`config.mk`:
```
export PLATFORM = sky130hd
export DESIGN_NAME = i4004_bus_ctrl
export DESIGN_NICKNAME = d
export VERILOG_FILES = /design/src/rtl/mcs4_pkg.sv /design/src/rtl/mcs4_cyc_gen.sv /design/src/rtl/i4004_bus_ctrl.sv
export SDC_FILE = /design/constraint.sdc
export NUM_CORES = 1
export LEC_CHECK = 0
export ABC_AREA = 1
export CORE_MARGIN = 10
export CORE_UTILIZATION = 47
export CTS_CLUSTER_DIAMETER = 30
export DETAILED_ROUTE_END_ITERATION = 6
export HOLD_SLACK_MARGIN = 0.06
export MAX_ROUTING_LAYER = met4
export PLACE_DENSITY = 0.93
export SYNTH_ARGS = -nofsm -noshare
export SYNTH_HDL_FRONTEND = slang
export SYNTH_SLANG_ARGS = --single-unit
export TNS_END_PERCENT = 10
```
`constraint.sdc`:
```
create_clock -name clk -period 2.8 [get_ports clk]
set_input_delay 0.42 -clock clk [delete_from_list [all_inputs] [get_ports clk]]
set_output_delay 0.42 -clock clk [all_outputs]
set_load 0.005 [all_outputs]
```
`src/rtl/mcs4_pkg.sv`:
```
// Shared MCS-4 bus types and opcode constants for the i4004/i4001/i4002 models.
package mcs4;

  typedef enum logic [2:0] {
    CycA1 = 3'd0,
    CycA2 = 3'd1,
    CycA3 = 3'd2,
    CycM1 = 3'd3,
    CycM2 = 3'd4,
    CycX1 = 3'd5,
    CycX2 = 3'd6,
    CycX3 = 3'd7
  } instr_cyc_t;

  // OPA encodings of the I/O and RAM group (OPR = 4'hE); OPA[3] set means a read.
  typedef enum logic [3:0] {
    OpaWrm = 4'h0,
    OpaWmp = 4'h1,
    OpaWrr = 4'h2,
    OpaWpm = 4'h3,
    OpaWr0 = 4'h4,
    OpaWr1 = 4'h5,
    OpaWr2 = 4'h6,
    OpaWr3 = 4'h7,
    OpaSbm = 4'h8,
    OpaRdm = 4'h9,
    OpaRdr = 4'hA,
    OpaAdm = 4'hB,
    OpaRd0 = 4'hC,
    OpaRd1 = 4'hD,
    OpaRd2 = 4'hE,
    OpaRd3 = 4'hF
  } ioram_opa_t;

  typedef logic [3:0]  char_t;
  typedef logic [7:0]  byte_t;
  typedef logic [11:0] addr_t;

  localparam char_t OPR_IO      = 4'hE;
  localparam char_t OPR_FIM_SRC = 4'h2;

  function automatic logic is_src(input char_t opr, input char_t opa);
    return (opr == OPR_FIM_SRC) && opa[0];
  endfunction

  function automatic logic is_io_read(input char_t opr, input char_t opa);
    return (opr == OPR_IO) && opa[3];
  endfunction

  function automatic logic is_io_write(input char_t opr, input char_t opa);
    return (opr == OPR_IO) && !opa[3];
  endfunction

endpackage

```
`src/rtl/mcs4_cyc_gen.sv`:
```
// 8-phase MCS-4 instruction-cycle counter with sync decode; resets into X3 so A1 follows.
module mcs4_cyc_gen
  import mcs4::*;
(
  input  logic       clk,
  input  logic       rst,
  output logic [2:0] icyc,
  output logic       sync
);

  instr_cyc_t icyc_q, icyc_d;

  always_comb begin
    icyc_d = CycA1;
    if (icyc_q != CycX3) begin
      icyc_d = instr_cyc_t'(icyc_q + 3'd1);
    end
  end

  always_ff @(posedge clk) begin
    if (rst) begin
      icyc_q <= CycX3;
    end else begin
      icyc_q <= icyc_d;
    end
  end

  assign icyc = icyc_q;
  assign sync = (icyc_q == CycX3);

endmodule

```
`src/rtl/i4004_bus_ctrl.sv`:
```
// CPU-side MCS-4 bus master: address drive, OPR/OPA capture, CM-ROM strobe and X2/X3 operands.
module i4004_bus_ctrl
  import mcs4::*;
(
  input  logic        clk,
  input  logic        rst,
  output logic        sync,
  output logic        cl_rom,
  output logic        cm_rom,
  input  logic [3:0]  dbus_in,
  output logic [3:0]  dbus_out,
  input  logic [11:0] pc,
  input  logic [7:0]  src_data,
  input  logic [3:0]  acc,
  output logic [7:0]  instr,
  output logic        instr_valid,
  output logic [3:0]  io_rdata,
  output logic        io_rdata_valid
);

  logic [2:0] icyc_raw;
  instr_cyc_t icyc;

  mcs4_cyc_gen u_cyc_gen (
    .clk  (clk),
    .rst  (rst),
    .icyc (icyc_raw),
    .sync (sync)
  );

  assign icyc = instr_cyc_t'(icyc_raw);

  addr_t addr_q;
  char_t opr_q, opa_q, io_rdata_q;
  logic  cl_rom_q;
  logic  op_io, op_wr, op_rd, op_src;

  always_comb begin
    op_io  = (opr_q == OPR_IO);
    op_wr  = is_io_write(opr_q, opa_q);
    op_rd  = is_io_read(opr_q, opa_q);
    op_src = is_src(opr_q, opa_q);
  end

  // cl_rom is a plain delayed copy of rst, so it is deliberately outside the reset branch.
  always_ff @(posedge clk) begin
    cl_rom_q <= rst;
    if (rst) begin
      addr_q     <= '0;
      opr_q      <= '0;
      opa_q      <= '0;
      io_rdata_q <= '0;
    end else begin
      if (icyc == CycX3) addr_q <= pc;
      if (icyc == CycM1) opr_q <= dbus_in;
      if (icyc == CycM2) opa_q <= dbus_in;
      if (icyc == CycX2 && op_rd) io_rdata_q <= dbus_in;
    end
  end

  always_comb begin
    dbus_out       = '0;
    cm_rom         = 1'b0;
    instr_valid    = 1'b0;
    io_rdata_valid = 1'b0;
    case (icyc)
      CycA1: dbus_out = addr_q[3:0];
      CycA2: dbus_out = addr_q[7:4];
      CycA3: dbus_out = addr_q[11:8];
      CycM1: ;
      // OPR was latched at the end of M1, so the strobe decode is already valid here.
      CycM2: cm_rom = op_io;
      CycX1: instr_valid = 1'b1;
      CycX2: begin
        if (op_wr) begin
          dbus_out = acc;
        end else if (op_src) begin
          dbus_out = src_data[7:4];
          cm_rom   = 1'b1;
        end
      end
      CycX3: begin
        if (op_src) dbus_out = src_data[3:0];
        io_rdata_valid = op_rd;
      end
    endcase
  end

  assign instr    = {opr_q, opa_q};
  assign io_rdata = io_rdata_q;
  assign cl_rom   = cl_rom_q;

endmodule

```
==> impl_metrics.ini <==
[layout]
layout-drive-gt1-share_pct = 6.20
finish.instance_area_um2 = 1930
layout.nets = 279
diodes = 0
syn2layout_area_growth_pct = 40.3
fin_util_pct = 69.4

[global_routing]
grt_pass1_vias = 1340
grt_antenna_before_repair = 0
grtUsageMet1_pct = 17.0
overflow = 0
top_usage_layer = met2
grt_pass1_wl_um = 6150
use_met2_pct = 22.6
grt_use_total_pct = 14.2
met3_usage_pct = 4.52
grt_max_degree = 27

[yosys]
avgSynthCellArea_um2 = 7.16
yosysTopAreaCell = dfxtp_1
synth_nets = 228
synth_area_leaders = dfxtp_1, nor2_1, o21ai_0
yosys.area_share.simple_pct = 33.8
yosysUniqueCellTypes = 22
synth_fa_ha_area_share_pct = 5.46
synthCells = 192
synth_edf_count = 0
ys_seq_area_share_pct = 40.8
synth_seq_cells = 28
syn_area_um2 = 1380
yosysWarnings = 0
yosys.area.top_type_share_pct = 40.8
synth.most_common_cell = nor2_1
muxShareOfSynthArea_pct = 0
synth_compound_area_share_pct = 10.9
synth-xor-area-share_pct = 0
yosys-top-cells-count = nor2_1, dfxtp_1, nand2_1
synth_ff_type = dfxtp_1
synth-async-reset-ratio_pct = 0
synth_top_family_by_area = simple AND/OR/NAND/NOR gates

[setup_path]
rr_worst_depth = 8
crit_arrival_ns = 2.11
crit_type = register to output port
reg2reg_from = u_cyc_gen.icyc[0]
critPathRequiredTime_ns = 2.38
cp-start-kind = register
endpoint_kind = output port
path_cells = ha_1 > ha_1 > buf_4 > nand2_1 > nor2_1 > nor2_1 > nand3_1 > clkdlybuf4s50_1
cp_slowest_cell = clkdlybuf4s50_1
r2r-end = io_rdata[1]
ff2ff_setup_slack_ns = 1.37
slowest_delay_ns = 0.51
crit_fanout = 18

[pwr]
power_density_nw_per_um2 = 530
ir_drop_mv = 0.483
power_leakage_nw = 0.861

[sta]
clock.fmax_mhz = 395
fin_crit_sh_pct = 90.3
setup_violations = 0
min_period_ns = 2.53
slew_violations = 0
rsz0062_at_grt = no
tightest_slew_ns = 0.632
hold_violations = 0
max-slew-margin-rel_pct = 57.8
finalSetupTns_ns = 0
clock_skew_ns = 0.00528

[min_path]
min_from = io_rdata[0]
hp-class = register to register
holdPathStages = 4
whs_endpoint = io_rdata[0]

[floorplanning]
die_w_um = 74.1
fp.dieArea_um2 = 5490
io_pins = 51
core.rowCount = 19
die_y_um = 74.1
start_util_pct = 49.4
core_area_um2 = 2780

[drt]
via_count = 1407
first_iter_violations = 132
vias_per_cell = 5.15
drtAntennaViolNets = 0
wl_per_cell_um = 14.1
firstDrtPassIters = 4
drc = 0
routed_wl_um = 3850

[clock_network]
cts_hold_buf = 0
cts_num_sinks = 28
cts_made_buffers = 3
htree_levels = 1
clk_pin_slew_ns = 0.15
post_cts_resized = 0
cts_tree = built
root_buffer = clkbuf_4
cts_buffer_depth = 2
clk_latency_ns = 0.33
post-cts-setup-buffer-count = 0

[placement]
place_congestion = 0.854
dpl.hpwl_um = 3030
placed_area_um2 = 1890
portBuffers = 50

[flow_run]
maxCapViolations = 0

[run_status]
outcome = completed
-- worst max-delay path by stage --
stage,slack [ns],endpoint,cells after the start,startpoint
after floorplan,1.17,io_rdata_valid,5,u_cyc_gen.icyc[0]
after global placement,0.71,dbus_out[1],6,src_data[5]
after detailed placement,0.66,dbus_out[2],8,u_cyc_gen.icyc[0]
after CTS,0.27,dbus_out[2],8,u_cyc_gen.icyc[0]
after global routing,0.13,dbus_out[2],8,u_cyc_gen.icyc[0]
final,0.27,dbus_out[2],8,u_cyc_gen.icyc[0]
-- power by group --
part           switching, mW  total, mW  internal [mW]
clock                  0.117      0.197         0.0796
combinational          0.170      0.318          0.147
sequential            0.0475      0.508          0.461
total                  0.335       1.02          0.688
-- through the flow --
stage               instances  worst slack, ns  hold slack [ns]  total power, mW
floorplan                 192             1.17            0.448            0.689
global placement          269            0.714            0.481            0.820
detailed placement        269            0.655            0.488            0.834
CTS                       273            0.273            0.529             1.03
global route              273            0.127            0.550             1.08
finish                    273            0.271            0.525             1.02
-- kinds of logic (layout without fill, tap and decap cells) --
logic type,after synthesis,in the layout
AO/OA/AOI/OAI,30,30
adder cells (fa/ha/maj),6,6
buffers and inverters,29,79
flip-flops,28,28
AND/OR/NAND/NOR,99,99
-- final cells by class --
| cell class | instances | area, um2 |
|---|---|---|
| Clock buffer | 4 | 36.3 |
| Fill cell | 221 | 852 |
| Inverter | 23 | 87.6 |
| Multi-Input combinational cell | 135 | 691 |
| Sequential cell | 28 | 561 |
| Tap cell | 31 | 38.8 |
| Timing Repair Buffer | 52 | 515 |
-- worst max-delay path: cells and delay by family, from the launching register on --
family	cells	cell delay, ns
buffers and inverters	2	0.71
AND/OR/NAND/NOR	4	0.31
adder cells (fa/ha/maj)	2	0.37
flip-flops	1	0.41
-- placed cells by master, fill, tap and decap left out, drive strengths merged --
master         netlist  layout
or2                  1       1
nor4                 1       1
nand2               27      27
dfxtp               28      28
nor2                40      40
buf                  4       2
ha                   6       6
nand4                8       8
inv                 22      22
clkdlybuf4s50        0      50
clkinv               1       1
clkbuf               2       4
a21oi                8       8
nand3               22      22
o21ai               22      22
-- layer usage --
layer	wire, um	part of all wire [%]
met1	1680	44
met2	1820	47
met3	285	7.4
met4	57	1.5
met5	0	0
-- sequential cells by signal, indices dropped and copies added, names as in the netlist --
register and flops:
io_rdata 4, u_cyc_gen.icyc 3, opr_q 4, cl_rom 1, opa_q 4, addr_q 12
No activity file was read; power rests on OpenSTA's default activity.
